**src/rtl/unified_mem_arbiter.sv**
```systemverilog
// Round-robin arbiter sharing one memory port between the icache refill path
// and the data path, with a per-transaction watchdog and statistics counters.
module unified_mem_arbiter #(
  parameter int unsigned TIMEOUT_CYCLES = 1024,
  parameter logic [31:0] ERR_RDATA      = 32'hDEAD_BEEF
) (
  input  logic        clk,
  input  logic        resetn,
  input  logic        i_valid,
  output logic        i_ready,
  input  logic [31:0] i_addr,
  output logic [31:0] i_rdata,
  input  logic        d_valid,
  output logic        d_ready,
  input  logic [31:0] d_addr,
  input  logic [31:0] d_wdata,
  input  logic [3:0]  d_wstrb,
  output logic [31:0] d_rdata,
  output logic        mem_valid,
  input  logic        mem_ready,
  input  logic [31:0] mem_rdata,
  output logic [31:0] mem_addr,
  output logic [31:0] mem_wdata,
  output logic [3:0]  mem_wstrb,
  output logic        mem_instr,
  output logic        err_timeout,
  output logic [31:0] i_grant_count,
  output logic [31:0] d_grant_count,
  output logic [31:0] conflict_count
);

  typedef enum logic [1:0] {
    ST_IDLE  = 2'd0,
    ST_GNT_I = 2'd1,
    ST_GNT_D = 2'd2
  } state_t;

  state_t      r_state;
  state_t      w_next;
  logic        r_last_d;
  logic        r_err;
  logic [31:0] r_wdog;
  logic [31:0] r_i_cnt;
  logic [31:0] r_d_cnt;
  logic [31:0] r_conf_cnt;
  logic        w_in_gnt;
  logic        w_gnt_valid;
  logic        w_done;
  logic        w_abort;
  logic        w_expire;

  // Status of the currently granted transaction.
  always_comb begin
    w_in_gnt    = (r_state == ST_GNT_I) || (r_state == ST_GNT_D);
    if (r_state == ST_GNT_I) begin
      w_gnt_valid = i_valid;
    end else if (r_state == ST_GNT_D) begin
      w_gnt_valid = d_valid;
    end else begin
      w_gnt_valid = 1'b0;
    end
    w_done   = w_in_gnt && w_gnt_valid && mem_ready;
    w_abort  = w_in_gnt && !w_gnt_valid;
    // mem_ready on the expiry cycle wins over the watchdog.
    w_expire = (TIMEOUT_CYCLES != 32'd0) && w_in_gnt && w_gnt_valid && !mem_ready &&
               (r_wdog == TIMEOUT_CYCLES - 32'd1);
  end

  // State register.
  always_ff @(posedge clk) begin
    if (!resetn) begin
      r_state <= ST_IDLE;
    end else begin
      r_state <= w_next;
    end
  end

  // Next-state logic: round-robin on ties, every grant ends back in IDLE.
  always_comb begin
    w_next = r_state;
    case (r_state)
      ST_IDLE: begin
        if (i_valid && d_valid) begin
          w_next = r_last_d ? ST_GNT_I : ST_GNT_D;
        end else if (i_valid) begin
          w_next = ST_GNT_I;
        end else if (d_valid) begin
          w_next = ST_GNT_D;
        end else begin
          w_next = ST_IDLE;
        end
      end
      ST_GNT_I, ST_GNT_D: begin
        if (w_done || w_abort || w_expire) begin
          w_next = ST_IDLE;
        end else begin
          w_next = r_state;
        end
      end
      default: w_next = ST_IDLE;
    endcase
  end

  // Fairness pointer, watchdog, sticky error flag and statistics.
  always_ff @(posedge clk) begin
    if (!resetn) begin
      r_last_d   <= 1'b1;
      r_err      <= 1'b0;
      r_wdog     <= 32'd0;
      r_i_cnt    <= 32'd0;
      r_d_cnt    <= 32'd0;
      r_conf_cnt <= 32'd0;
    end else begin
      if (w_done || w_expire) begin
        r_last_d <= (r_state == ST_GNT_D);
      end
      if (!w_in_gnt) begin
        r_wdog <= 32'd0;
      end else if (!mem_ready) begin
        r_wdog <= r_wdog + 32'd1;
      end
      if (w_expire) begin
        r_err <= 1'b1;
      end
      if (w_done && (r_state == ST_GNT_I)) begin
        r_i_cnt <= r_i_cnt + 32'd1;
      end
      if (w_done && (r_state == ST_GNT_D)) begin
        r_d_cnt <= r_d_cnt + 32'd1;
      end
      if (i_valid && d_valid && !(w_done || w_expire)) begin
        r_conf_cnt <= r_conf_cnt + 32'd1;
      end
    end
  end

  // Output decode; everything is held at zero while reset is asserted.
  always_comb begin
    i_ready        = 1'b0;
    i_rdata        = 32'd0;
    d_ready        = 1'b0;
    d_rdata        = 32'd0;
    mem_valid      = 1'b0;
    mem_addr       = 32'd0;
    mem_wdata      = 32'd0;
    mem_wstrb      = 4'd0;
    mem_instr      = 1'b0;
    err_timeout    = 1'b0;
    i_grant_count  = 32'd0;
    d_grant_count  = 32'd0;
    conflict_count = 32'd0;
    if (resetn) begin
      err_timeout    = r_err;
      i_grant_count  = r_i_cnt;
      d_grant_count  = r_d_cnt;
      conflict_count = r_conf_cnt;
      case (r_state)
        ST_GNT_I: begin
          mem_valid = i_valid && !w_expire;
          mem_addr  = i_addr;
          mem_instr = 1'b1;
          i_ready   = w_done || w_expire;
          i_rdata   = w_done ? mem_rdata : (w_expire ? ERR_RDATA : 32'd0);
        end
        ST_GNT_D: begin
          mem_valid = d_valid && !w_expire;
          mem_addr  = d_addr;
          mem_wdata = d_wdata;
          mem_wstrb = d_wstrb;
          d_ready   = w_done || w_expire;
          d_rdata   = w_done ? mem_rdata : (w_expire ? ERR_RDATA : 32'd0);
        end
        default: begin
          mem_valid = 1'b0;
        end
      endcase
    end else begin
      mem_valid = 1'b0;
    end
  end

endmodule
```
**config.mk**
```make
export PLATFORM = sky130hd
export DESIGN_NAME = unified_mem_arbiter
export DESIGN_NICKNAME = d
export VERILOG_FILES = /design/src/rtl/unified_mem_arbiter.sv
export SDC_FILE = /design/constraint.sdc
export NUM_CORES = 1
export LEC_CHECK = 0
export ABC_AREA = 0
export BUFFER_PORTS_ARGS = -buffer_cell sky130_fd_sc_hd__buf_2
export CORE_UTILIZATION = 39
export CTS_CLUSTER_SIZE = 8
export DETAILED_ROUTE_END_ITERATION = 7
export PLACE_DENSITY = 0.78
export SYNTH_ARGS = -nofsm -noshare
export SYNTH_HDL_FRONTEND = slang
export SYNTH_SLANG_ARGS = --single-unit
```
**constraint.sdc**
```tcl
create_clock -name clk -period 3.9 [get_ports clk]
set_clock_uncertainty 0.2 [all_clocks]
set_input_delay 1.17 -clock clk [delete_from_list [all_inputs] [get_ports clk]]
set_output_delay 1.17 -clock clk [all_outputs]
set_load 0.05 [all_outputs]
```
# Yosys cells after proc, flatten, opt, wreduce, memory -nomap -nowiden
# Index checks and enable logic that the tools add are counted.
[op_classes]
mux = 32
n_addsub = 4
reduce_logical = 22
eq_ne = 4
[ops]
columns = ["cell", "count"]
rows = [
  ["2-to-1 mux 32 bit", 12],
  ["adder 32 x 1 -> 32 bit (second input constant)", 4],
  ["one-hot mux 32 bit (2 select lines)", 1],
  ["== test 32 x 10 -> 1 bit (second input constant)", 1],
  ["logical AND 1 bit", 11],
  ["2-to-1 mux 1 bit", 10],
  ["2-to-1 mux 2 bit", 5],
  ["2-to-1 mux 4 bit", 2],
  ["logical NOT 1 bit", 4],
  ["logical OR 1 bit", 4],
  ["one-hot mux 2 bit (2 select lines)", 1],
  ["== test 2 x 1 -> 1 bit (second input constant)", 1],
  ["== test 2 bit (second input constant)", 1],
  ["logical NOT 2 bit", 1],
  ["!= test 2 bit (second input constant)", 1],
  ["one-hot mux 1 bit (2 select lines)", 1],
  ["AND reduction 2 bit", 1],
  ["OR reduction 2 bit", 1],
]
[word_totals]
ff_bits = 132
out_inout_bits = 233
inputBits = 137
word_cells = 69

# Logic depth before layout (Yosys ltp)
# Gate-level depths: netlist of the first run.
[logic_depth]
word_depth = 10
mapped_depth = 11
ltp_nobuf = 7

# Least setup slack after synthesis of the first run
# OpenSTA, ideal clock, no wires.
[synth_path]
kind = "input -> output"
startpoint = "input resetn"
endpoint = "output i_rdata[18]"
t_required_ps = 2530
cell_stages = 5
n_path_buf = 2
arrival_ps = 3014
slack_ps = -484
cell_sequence = "and2_1 > and3_1 > buf_2 > buf_2 > nor2b_1"
[synth_via]
elab_chain_len = 1
[synth_lines]
columns = ["element", "line_no", "text"]
rows = [
  ["from (decl)", "8", "input logic resetn,"],
  ["2-to-1 mux 32 bit", "152", "if (resetn) begin"],
  ["to (decl)", "12", "output logic [31:0] i_rdata,"],
]
# No other way between the ends.

# Worst setup path after layout of the first run
[layout_path]
startpoint = "register r_wdog[0]"
endpoint = "output d_rdata[30]"
[layout_via]
elab_chain_len = 6
[layout_lines]
columns = ["element", "line_no", "text"]
rows = [
  ["from (decl)", "42", "logic [31:0] r_wdog;"],
  ["from (signal assigned)", "120", "r_wdog <= r_wdog + 32'd1;"],
  ["== test 32 x 10 -> 1 bit", "66", "(r_wdog == TIMEOUT_CYCLES - 32'd1);"],
  ["logical AND 1 bit", "65", "w_expire = (TIMEOUT_CYCLES != 32'd0) && w_in_gnt && w_gnt_valid && !mem_ready &&"],
  ["2-to-1 mux 32 bit (2 in a row)", "171", "d_rdata = w_done ? mem_rdata : (w_expire ? ERR_RDATA : 32'd0);"],
  ["2-to-1 mux 32 bit", "157", "case (r_state)"],
  ["2-to-1 mux 32 bit", "152", ""],
  ["to (decl)", "18", "output logic [31:0] d_rdata,"],
]
# No other way between the ends.

==> key figures, run 1 <==
STA
  – # setup viols final: 0
  – Rel. slew slack: 51.3%
  – Setup slack after layout: 2.41 ps
  – RSZ-0062 raised after global routing: true
  – Max-slew violations: 0
  – F_max: 257 MHz
  – Final hold vios: 0
  – Final Critical Period: 3900 ps
  – Worst-Margin Slew: 731 ps
  – Setup TNS: 0 ps
  – Final Cycle Share: 99.9%

Routing
  – Drc violations: 0
  – 1st-pass router iterations: 6
  – Post-route ant nets: 0
  – Drt total wl: 32000 µm
  – DR WL/cell: 18.7 µm
  – Total number of vias: 9298
  – Vias per cell: 5.42
  – Initial DRC Count: 623

Finish
  – Finished Core Util: 58.9%
  – Post-Layout Inst Area: 12100 µm²
  – Nets: 1577
  – Fillcell total: 1863
  – Layout area overhead: 46.2%
  – Share of cells above drive strength 1: 41.1%

Critical path
  – Worst setup EP type: primary output
  – CP max-delay cell: dfxtp_2
  – CP Class: flip-flop to primary output
  – Crit-path leading delay family: simple AND/OR/NAND/NOR gates
  – Crit path top cell by count: buf_4
  – Worst Path Buf+Inv: 3
  – Worst EP required: 2530 ps
  – Cell breakdown of the critical path: ha_4 -> nor4bb_4 -> and4_4 -> a21o_2 -> nand4_1 -> buf_4 -> clkbuf_16 -> nor2_1 -> buf_4
  – WP data arrival: 2530 ps
  – Crit path max fanout: 12
  – Crit start category: flip-flop
  – Critical path's largest stage delay: 370 ps

Clock tree
  – TritonCTS clock tree: yes
  – Worst-path clk slew: 60 ps
  – Sink Count: 132
  – H-tree depth: 4
  – Worst skew pair latency: 410 ps
  – Cts bufs inserted: 17
  – Clock buffer depth: 2
  – Clock root buffer: clkbuf_16

Yosys
  – #FFs+latches synth: 132
  – EDFF count, synth: 0
  – Synth unique cells: 57
  – Commonest cells post-synth: 190 x nor2_1, 132 x dfxtp_1, 98 x and2_1
  – Top cell type's share of synthesized area: 32.0%
  – Cells after synthesis: 1066
  – Synth area leaders: dfxtp_1 32%, nor2_1 8.6%, and2_1 7.4%
  – Post-synthesis sequential area ratio: 32.0%
  – Synth warn: 0
  – Syn Nets: 1210
  – Leading area contributor after synthesis: dfxtp_1
  – Dominant synthesized flop cell: dfxtp_1
  – Synthesized cell area: 8260 µm²
  – Syn Area/Cell: 7.75 µm²
  – Synth async-reset ratio: 0%
  – Dominant cell by count in the synthesized netlist: nor2_1

Floorplanning
  – Die Ht: 148 µm
  – Initial Utilization: 40.3%
  – Core area: 20500 µm²
  – Num rows: 52
  – Chip width: 148 µm
  – DIE AREA: 21800 µm²
  – Ports: 370

Power and ir drop
  – Lkg Pwr: 0.00554 µW
  – P per Cell Area: 280 nW/µm²
  – Total power: 3380 µW
  – VDD IR max: 0.352 mV

GRT
  – Initial antenna violation count: 2
  – First-pass GRT wire length: 47300 µm
  – Vias in the first global route: 8533
  – GR Overflow Total: 0
  – Largest net degree at the start of global routing: 76
  – Total GRT Usage: 28.1%

Run
  – Max_cap viols: 0

Placed design
  – PortBufs: 369
  – GP Congestion: 0.985
  – Placed Area: 11100 µm²
  – Detail Placement HPWL: 25000 µm
  – Pre-CTS WS: -66.4 ps

Hold path
  – Worst Hold Class: flip-flop to flip-flop

Outcome
  – Status: complete, no violations
layout make-up:
class                           instances  area, µm²  area share [%]
Multi-Input combinational cell        845       5600            46.4
Timing Repair Buffer                  422       2810            23.2
Sequential cell                       132       2650            21.9
Clock buffer                           19        453            3.75
Tap cell                              270        338            2.80
Clock inverter                         13        170            1.41
Inverter                               15       56.3           0.466
Antenna cell                            1       2.50          0.0207
logic make-up after synthesis:
group	Yosys count	synth area share (%)
adders and majority gates	7	1.06
xor gates and xnor gates	70	7.42
AOI/OAI and AO/OA	113	8.97
DFF	132	32.0
muxes	31	4.17
and+or+nand+nor	624	41.7
buffers and inverters	89	4.67
worst min-delay path, cell delays in order (launching register included):
cell	delay, ps
dfxtp_1	320
o31ai_1	70
a21oi_1	60
cell usage in the layout, fill, tap and decap left out, types with 10 or more instances in the layout:
cell type | netlist | routed
a21oi_1 | 25 | 25
a22oi_1 | 32 | 32
and2_1 | 98 | 97
and3_1 | 67 | 66
and4_1 | 15 | 13
buf_12 | 0 | 28
buf_2 | 11 | 318
buf_4 | 2 | 53
buf_6 | 4 | 13
clkbuf_16 | 0 | 19
dfxtp_1 | 132 | 129
inv_1 | 15 | 14
mux2_2 | 22 | 22
nand2_1 | 50 | 49
nand3_1 | 40 | 40
nand4_1 | 39 | 39
nor2_1 | 190 | 136
nor2_2 | 0 | 50
nor2b_2 | 0 | 13
nor2b_4 | 0 | 11
nor3_1 | 15 | 14
nor4_1 | 22 | 21
o21ai_0 | 24 | 24
o31ai_1 | 10 | 10
or3_1 | 12 | 12
or4_1 | 10 | 10
xnor2_1 | 34 | 34
xor2_1 | 36 | 36
path summary, 6_finish.rpt:
path / endpoint / from / cells after the start / slack, ps
max reg2reg: r_i_cnt[24] / r_state[0] / 8 / 760
max: d_rdata[30] / r_wdog[0] / 9 / 2
min reg2reg: r_d_cnt[31] / r_d_cnt[31] / 2 / 290
min: r_d_cnt[31] / r_d_cnt[31] / 2 / 290
metal layers:
metal | track usage (%) | wire length, µm
met5 | 0 | 12
met4 | 9.43 | 860
met3 | 4.51 | 1890
met2 | 49.2 | 16000
met1 | 35.0 | 13200
sequential cells by signal (all words and copies together), names as in the netlist:
| signal | count |
|---|---|
| r_d_cnt | 32 |
| r_conf_cnt | 32 |
| r_err | 1 |
| r_state | 2 |
| r_last_d | 1 |
| r_wdog | 32 |
| r_i_cnt | 32 |
through the flow:
stage	std cells	hold slack, ps
6_report	1717	294
3_3_place_gp	1675	258
4_1_cts	1710	286
2_1_floorplan	1066	232
3_5_place_dp	1675	280
5_1_grt	1716	313
repair_timing:
item,CTS,global route
resized for setup,40,45
pin swaps,3,9
cloned,0,2
endpoints found under the hold margin,0,0
buffers inserted,3,4
hold buffers,0,0
setup endpoints to repair,50,59
power by group:
part	switching (µW)	total [µW]	internal [µW]
clock	631	1680	1050
sequential	3.35	1360	1350
combinational	219	339	120
Power figures use the tool's default switching activity.
==> inputs of run 2 (changes only) <==
--- a/config.mk
+++ b/config.mk
@@ -7,10 +7,10 @@
 export LEC_CHECK = 0
 export ABC_AREA = 0
 export BUFFER_PORTS_ARGS = -buffer_cell sky130_fd_sc_hd__buf_2
-export CORE_UTILIZATION = 39
-export CTS_CLUSTER_SIZE = 8
+export CORE_AREA = 2 2 143 145
 export DETAILED_ROUTE_END_ITERATION = 7
-export PLACE_DENSITY = 0.78
+export DIE_AREA = 0 0 145 147
+export PLACE_DENSITY = 0.75
 export SYNTH_ARGS = -nofsm -noshare
 export SYNTH_HDL_FRONTEND = slang
 export SYNTH_SLANG_ARGS = --single-unit
==> run 2 against run 1 <==
Against the previous run: via count up 1.9%; die area shrank 2.1%; register-to-register slack lost 30 ps.
==> key figures, run 2 (synthesized netlist as in run 1, its figures left out) <==
Hold path
  – Worst Hold Class: flip-flop to flip-flop
  – Min-Delay Startpoint: r_err
  – Hold Path Sink: r_err
  – Hold Path Stages: 2 (unchanged)

GRT
  – First-pass GRT wire length: 51500 µm (+8.8%)
  – Grt met2 use: 50.9% (+1.6 points)
  – Global routing usage on met3: 9.84% (+5.3 points)
  – Largest net degree at the start of global routing: 89 (+17%)
  – Vias in the first global route: 8695 (+1.9%)
  – GR peak layer: met2
  – Met1 Resource Use GR: 40.4% (+5.5 points)
  – Total GRT Usage: 31.2% (+3.1 points)
  – Initial antenna violation count: 14 (+12)
  – GR Overflow Total: 0 (unchanged)

Routing
  – DR WL/cell: 20.3 µm (+8.7%)
  – 1st-pass router iterations: 5 (-1)
  – Vias per cell: 5.52 (+1.9%)
  – Total number of vias: 9473 (+1.9%)
  – Drc violations: 0 (unchanged)
  – Post-route ant nets: 0 (unchanged)
  – Initial DRC Count: 808 (+30%)
  – Drt total wl: 34800 µm (+8.7%)

Critical path
  – Flop2flop setup slack: 730 ps (-30 ps)
  – Reg-to-Reg Start: r_state[1]
  – Worst setup EP type: primary output
  – Crit path max fanout: 13 (+1)
  – Crit start category: flip-flop
  – Reg2Reg Depth: 8 (unchanged)
  – Worst EP required: 2530 ps (about the same)
  – CP Class: flip-flop to primary output
  – FF-to-FF End: r_i_cnt[24]
  – WP data arrival: 2500 ps (-30 ps)

Finish
  – Nets: 1574 (-0.19%)
  – Commonest non-fill, non-tap cell in the layout: buf_2
  – Commonest cells after routing, fill and taps aside: 318 x buf_2, 144 x nor2_1, 131 x dfxtp_1
  – Post-Layout Inst Area: 11800 µm² (-1.9%)
  – Layout area overhead: 43.4%
  – Finished Core Util: 59.7% (+0.80 points)
  – Share of cells above drive strength 1: 40.2% (-1.0 points)

STA
  – Rel. slew slack: 47.9% (-3.4 points)
  – Worst-Margin Slew: 775 ps (+43.9 ps)
  – WHS: 272 ps (-22.1 ps)
  – Setup TNS: 0 ps (unchanged)
  – Final Cycle Share: 99.3% (-0.61 points)
  – F_max: 258 MHz (+0.61%)
  – Final Critical Period: 3870 ps (-23.6 ps)
  – # setup viols final: 0 (unchanged)
  – Final hold vios: 0 (unchanged)
  – Max-slew violations: 0 (unchanged)

Floorplanning
  – DIE AREA: 21300 µm² (-2.1%)
  – Num rows: 52 (unchanged)
  – Ports: 370 (unchanged)
  – Initial Utilization: 41.6% (+1.3 points)
  – Die Ht: 147 µm (-0.36%)
  – Chip width: 145 µm (-1.7%)
  – Core area: 19800 µm² (-3.2%)

Power and ir drop
  – P per Cell Area: 277 nW/µm² (-0.79%)
  – VDD IR max: 0.338 mV (-3.8%)
  – Total power: 3290 µW (-2.6%)
  – Lkg Pwr: 0.00546 µW (-1.5%)

Outcome
  – Status: complete, no violations

Clock tree
  – Worst skew pair latency: 410 ps (about the same)
  – Sink Count: 132 (unchanged)
  – # hold bufs at CTS: 0 (unchanged)
  – Clock root buffer: clkbuf_16
  – H-tree depth: 4 (unchanged)
  – Worst-path clk slew: 60 ps (about the same)
  – TritonCTS clock tree: yes
  – Clock buffer depth: 2 (unchanged)
  – Cts bufs inserted: 17 (unchanged)

Placed design
  – Placed Area: 10900 µm² (-1.7%)
  – PortBufs: 369 (unchanged)
  – Detail Placement HPWL: 27000 µm (+8.2%)
  – GP Congestion: 0.963 (-2.2%)

Run
  – Max_cap viols: 0 (unchanged)
## run 2: where the power goes
part	switching [µW]	total (µW)	internal, µW
clock	586	1590	1000
sequential	3.55	1360	1350
combinational	222	341	119
## run 2: worst max-delay path by stage
stage,from,end,slack (ps),depth (start not counted)
after global placement,d_valid,d_rdata[7],-180,7
final,r_wdog[10],d_rdata[25],30,8
after detailed placement,d_valid,d_rdata[14],-200,6
after global routing,r_wdog[10],d_rdata[13],-60,8
after floorplan,d_valid,d_rdata[23],-290,5
after CTS,r_wdog[0],d_rdata[25],-2,8
## run 2: final cells by class
class / instances / area, µm²
fill: 1811 / 8000
sequential: 132 / 2640
clock buffer: 23 / 488
multi-input combinational: 845 / 5570
inverter: 15 / 56.3
timing repair buffer: 419 / 2640
antenna: 5 / 12.5
clock inverter: 8 / 100
tap: 270 / 338
## run 2: through the flow
| step | std cells | setup slack (ps) |
|---|---|---|
| 2_1_floorplan | 1066 | -289 |
| 3_3_place_gp | 1677 | -176 |
| 4_1_cts | 1709 | -2.28 |
| 5_1_grt | 1717 | -62.1 |
| 3_5_place_dp | 1677 | -204 |
| 6_report | 1717 | 26.0 |
## run 2: metal layers
| metal | up-vias | wire length, µm |
|---|---|---|
| met4 | 6 | 653 |
| met5 | - | 37 |
| met2 | 419 | 16200 |
| li1 | 4459 | - |
| met1 | 4536 | 14700 |
| met3 | 53 | 3200 |
## run 2: timing repair
action | in CTS | in global routing
gates cloned | 0 | 2
pin swaps | 2 | 2
setup endpoints to repair | 55 | 57
gates resized for setup | 48 | 56
buffers inserted | 1 | 1
## run 2: worst max-delay path, stage by stage, from the launching register on
cell and delay (ps):
dfxtp_1 390, nor4_4 370, and4_1 330, a21o_2 180
nand4_1 100, buf_4 190, buf_12 150, nor2_1 140
buf_4 220
==> inputs of run 3 (changes only) <==
--- a/config.mk
+++ b/config.mk
@@ -11,6 +11,7 @@
 export DETAILED_ROUTE_END_ITERATION = 7
 export DIE_AREA = 0 0 145 147
 export PLACE_DENSITY = 0.75
+export SLEW_MARGIN = 40
 export SYNTH_ARGS = -nofsm -noshare
 export SYNTH_HDL_FRONTEND = slang
 export SYNTH_SLANG_ARGS = --single-unit
==> constraint.sdc (replaced) <==
create_clock -name clk -period 3.9 [get_ports clk]
set_clock_uncertainty 0.2 [all_clocks]
set_input_delay 0.78 -clock clk [delete_from_list [all_inputs] [get_ports clk]]
set_output_delay 0.78 -clock clk [all_outputs]
set_load 0.05 [all_outputs]
==> run 3 against run 2 <==
Against the previous run: non-clock buffer count is 24 lower; total power is 0.58% lower; utilization is 4.0 points lower; cell count is 1.5% lower; critical path type unchanged; worst hold slack better by 2.6 ps; register-to-register slack better by 50 ps; sequential power hardly changed; wire length is 18% lower; sequential cell count stayed put; combinational power is 16% lower.
==> key figures, run 3 (synthesized netlist as in run 1, its figures left out) <==
Outcome
  – Status: complete, no violations

GRT
  – Initial antenna violation count: 2 (-12)
  – Vias in the first global route: 8456 (-2.7%)
  – First-pass GRT wire length: 44800 µm (-13%)
  – Largest net degree at the start of global routing: 119 (+34%)
  – Total GRT Usage: 26.0% (-5.2 points)
  – GR Overflow Total: 0 (unchanged)

STA
  – WHS: 275 ps (+2.65 ps)
  – Setup TNS: 0 ps (unchanged)
  – Final Critical Period: 3730 ps (-143 ps)
  – RSZ-0062 raised after global routing: false
  – Final hold vios: 0 (unchanged)
  – Rel. slew slack: 44.2% (-3.7 points)
  – Worst-Margin Slew: 830 ps (+55.2 ps)
  – Setup slack after layout: 169 ps (+143 ps)
  – # setup viols final: 0 (unchanged)
  – Final Cycle Share: 95.7% (-3.7 points)
  – Max-slew violations: 0 (unchanged)
  – F_max: 268 MHz (+3.8%)

Clock tree
  – # hold bufs at CTS: 0 (unchanged)
  – Worst skew pair latency: 420 ps (about the same)
  – TritonCTS clock tree: yes
  – H-tree depth: 4 (unchanged)
  – Clock root buffer: clkbuf_16
  – Postcts setup bufs: 0 (-1)
  – Worst-path clk slew: 60 ps (about the same)
  – Sink Count: 132 (unchanged)
  – Clock buffer depth: 2 (unchanged)
  – Cts bufs inserted: 17 (unchanged)

Critical path
  – CP Class: flip-flop to primary output
  – WP data arrival: 2750 ps (+250 ps)
  – Crit start category: flip-flop
  – Worst setup EP type: primary output
  – Crit path max fanout: 25 (+12)
  – Worst EP required: 2920 ps (+390 ps)

Placed design
  – GP Congestion: 0.921 (-4.4%)
  – Pre-CTS WS: 193 ps (+397 ps)
  – Detail Placement HPWL: 21400 µm (-21%)
  – PortBufs: 369 (unchanged)

Finish
  – Multi-input gate area: 5270 µm² (-5.3%)
  – Commonest non-fill, non-tap cell in the layout: buf_2
  – Commonest cells after routing, fill and taps aside: 361 x buf_2, 189 x nor2_1, 132 x dfxtp_1
  – Fillcell total: 1827 (+0.88%)
  – Nets: 1551 (-1.5%)
  – Share of cells above drive strength 1: 33.9% (-6.2 points)
  – Sequential standard cell area: 2640 µm² (about the same)
  – Layout area overhead: 33.8%

Power and ir drop
  – Lkg Pwr: 0.00528 µW (-3.1%)
  – P per Cell Area: 296 nW/µm² (+6.6%)
  – Total power: 3270 µW (-0.58%)
  – VDD IR max: 0.324 mV (-4.2%)

Floorplanning
  – Initial Utilization: 41.6% (unchanged)
  – Chip width: 145 µm (unchanged)
  – DIE AREA: 21300 µm² (unchanged)
  – Core area: 19800 µm² (unchanged)
  – Ports: 370 (unchanged)
  – Die Ht: 147 µm (unchanged)
  – Num rows: 52 (unchanged)

Run
  – Max_cap viols: 0 (unchanged)

Hold path
  – Worst Hold Class: flip-flop to flip-flop

Routing
  – Drc violations: 0 (unchanged)
  – Vias per cell: 5.35 (-3.0%)
  – Total number of vias: 9053 (-4.4%)
  – 1st-pass router iterations: 5 (unchanged)
  – Post-route ant nets: 0 (unchanged)
  – Initial DRC Count: 525 (-35%)
  – DR WL/cell: 17.0 µm (-16%)
  – Drt total wl: 28700 µm (-18%)
[run 3: per-stage QoR]
step	instances	utilization, %	cell area, µm²
after floorplan	1066	-	8260
after global placement	1657	52.4	10400
after detailed placement	1657	52.4	10400
after CTS	1689	55.5	11000
after global routing	1691	55.7	11100
final	1691	55.7	11100
[run 3: routing by layer]
metal	track usage (%)	wire length [µm]	vias up
li1	-	-	4421
met1	32.7	11900	4191
met2	41.7	13300	374
met3	6.80	2400	63
met4	12.1	1130	4
met5	0	23	-
[run 3: area by class of cell]
| cell class | count | area share [%] |
|---|---|---|
| well taps | 270 | 3.06 |
| diodes | 1 | 0.0226 |
| repair buffers | 395 | 19.3 |
| clock buffers | 20 | 4.04 |
| inverters | 15 | 0.510 |
| flip-flops and latches | 132 | 23.9 |
| clock inverters | 12 | 1.39 |
| multi-input cells | 846 | 47.7 |
[run 3: critical path, stage by stage (launching register included)]
cell and delay [ps]:
dfxtp_1 330, inv_1 80, ha_1 240, and3b_1 280, o211ai_1 90, buf_4 260, nor2_1 640, nor2_1 200
buf_12 210
[run 3: final timing paths]
path	cells past startpoint	slack, ps	start	to
setup reg to reg	8	780	r_state[1]	r_i_cnt[24]
hold / removal	2	270	r_err	r_err
setup / recovery	8	170	r_state[1]	d_rdata[15]
hold reg to reg	2	270	r_err	r_err
[run 3: timing repair]
item	CTS	global route
endpoints found under the setup margin	25	23
pin swaps	0	1
gates cloned	0	1
gates resized for setup	2	6
[run 3: report_power, final]
group          switching (µW)  total (µW)  internal [µW]  leakage (µW)
Clock                     605        1630           1020      0.000286
Sequential               3.07        1360           1350       0.00106
Combinational             189         286           97.7       0.00394
Total                     797        3270           2470       0.00528
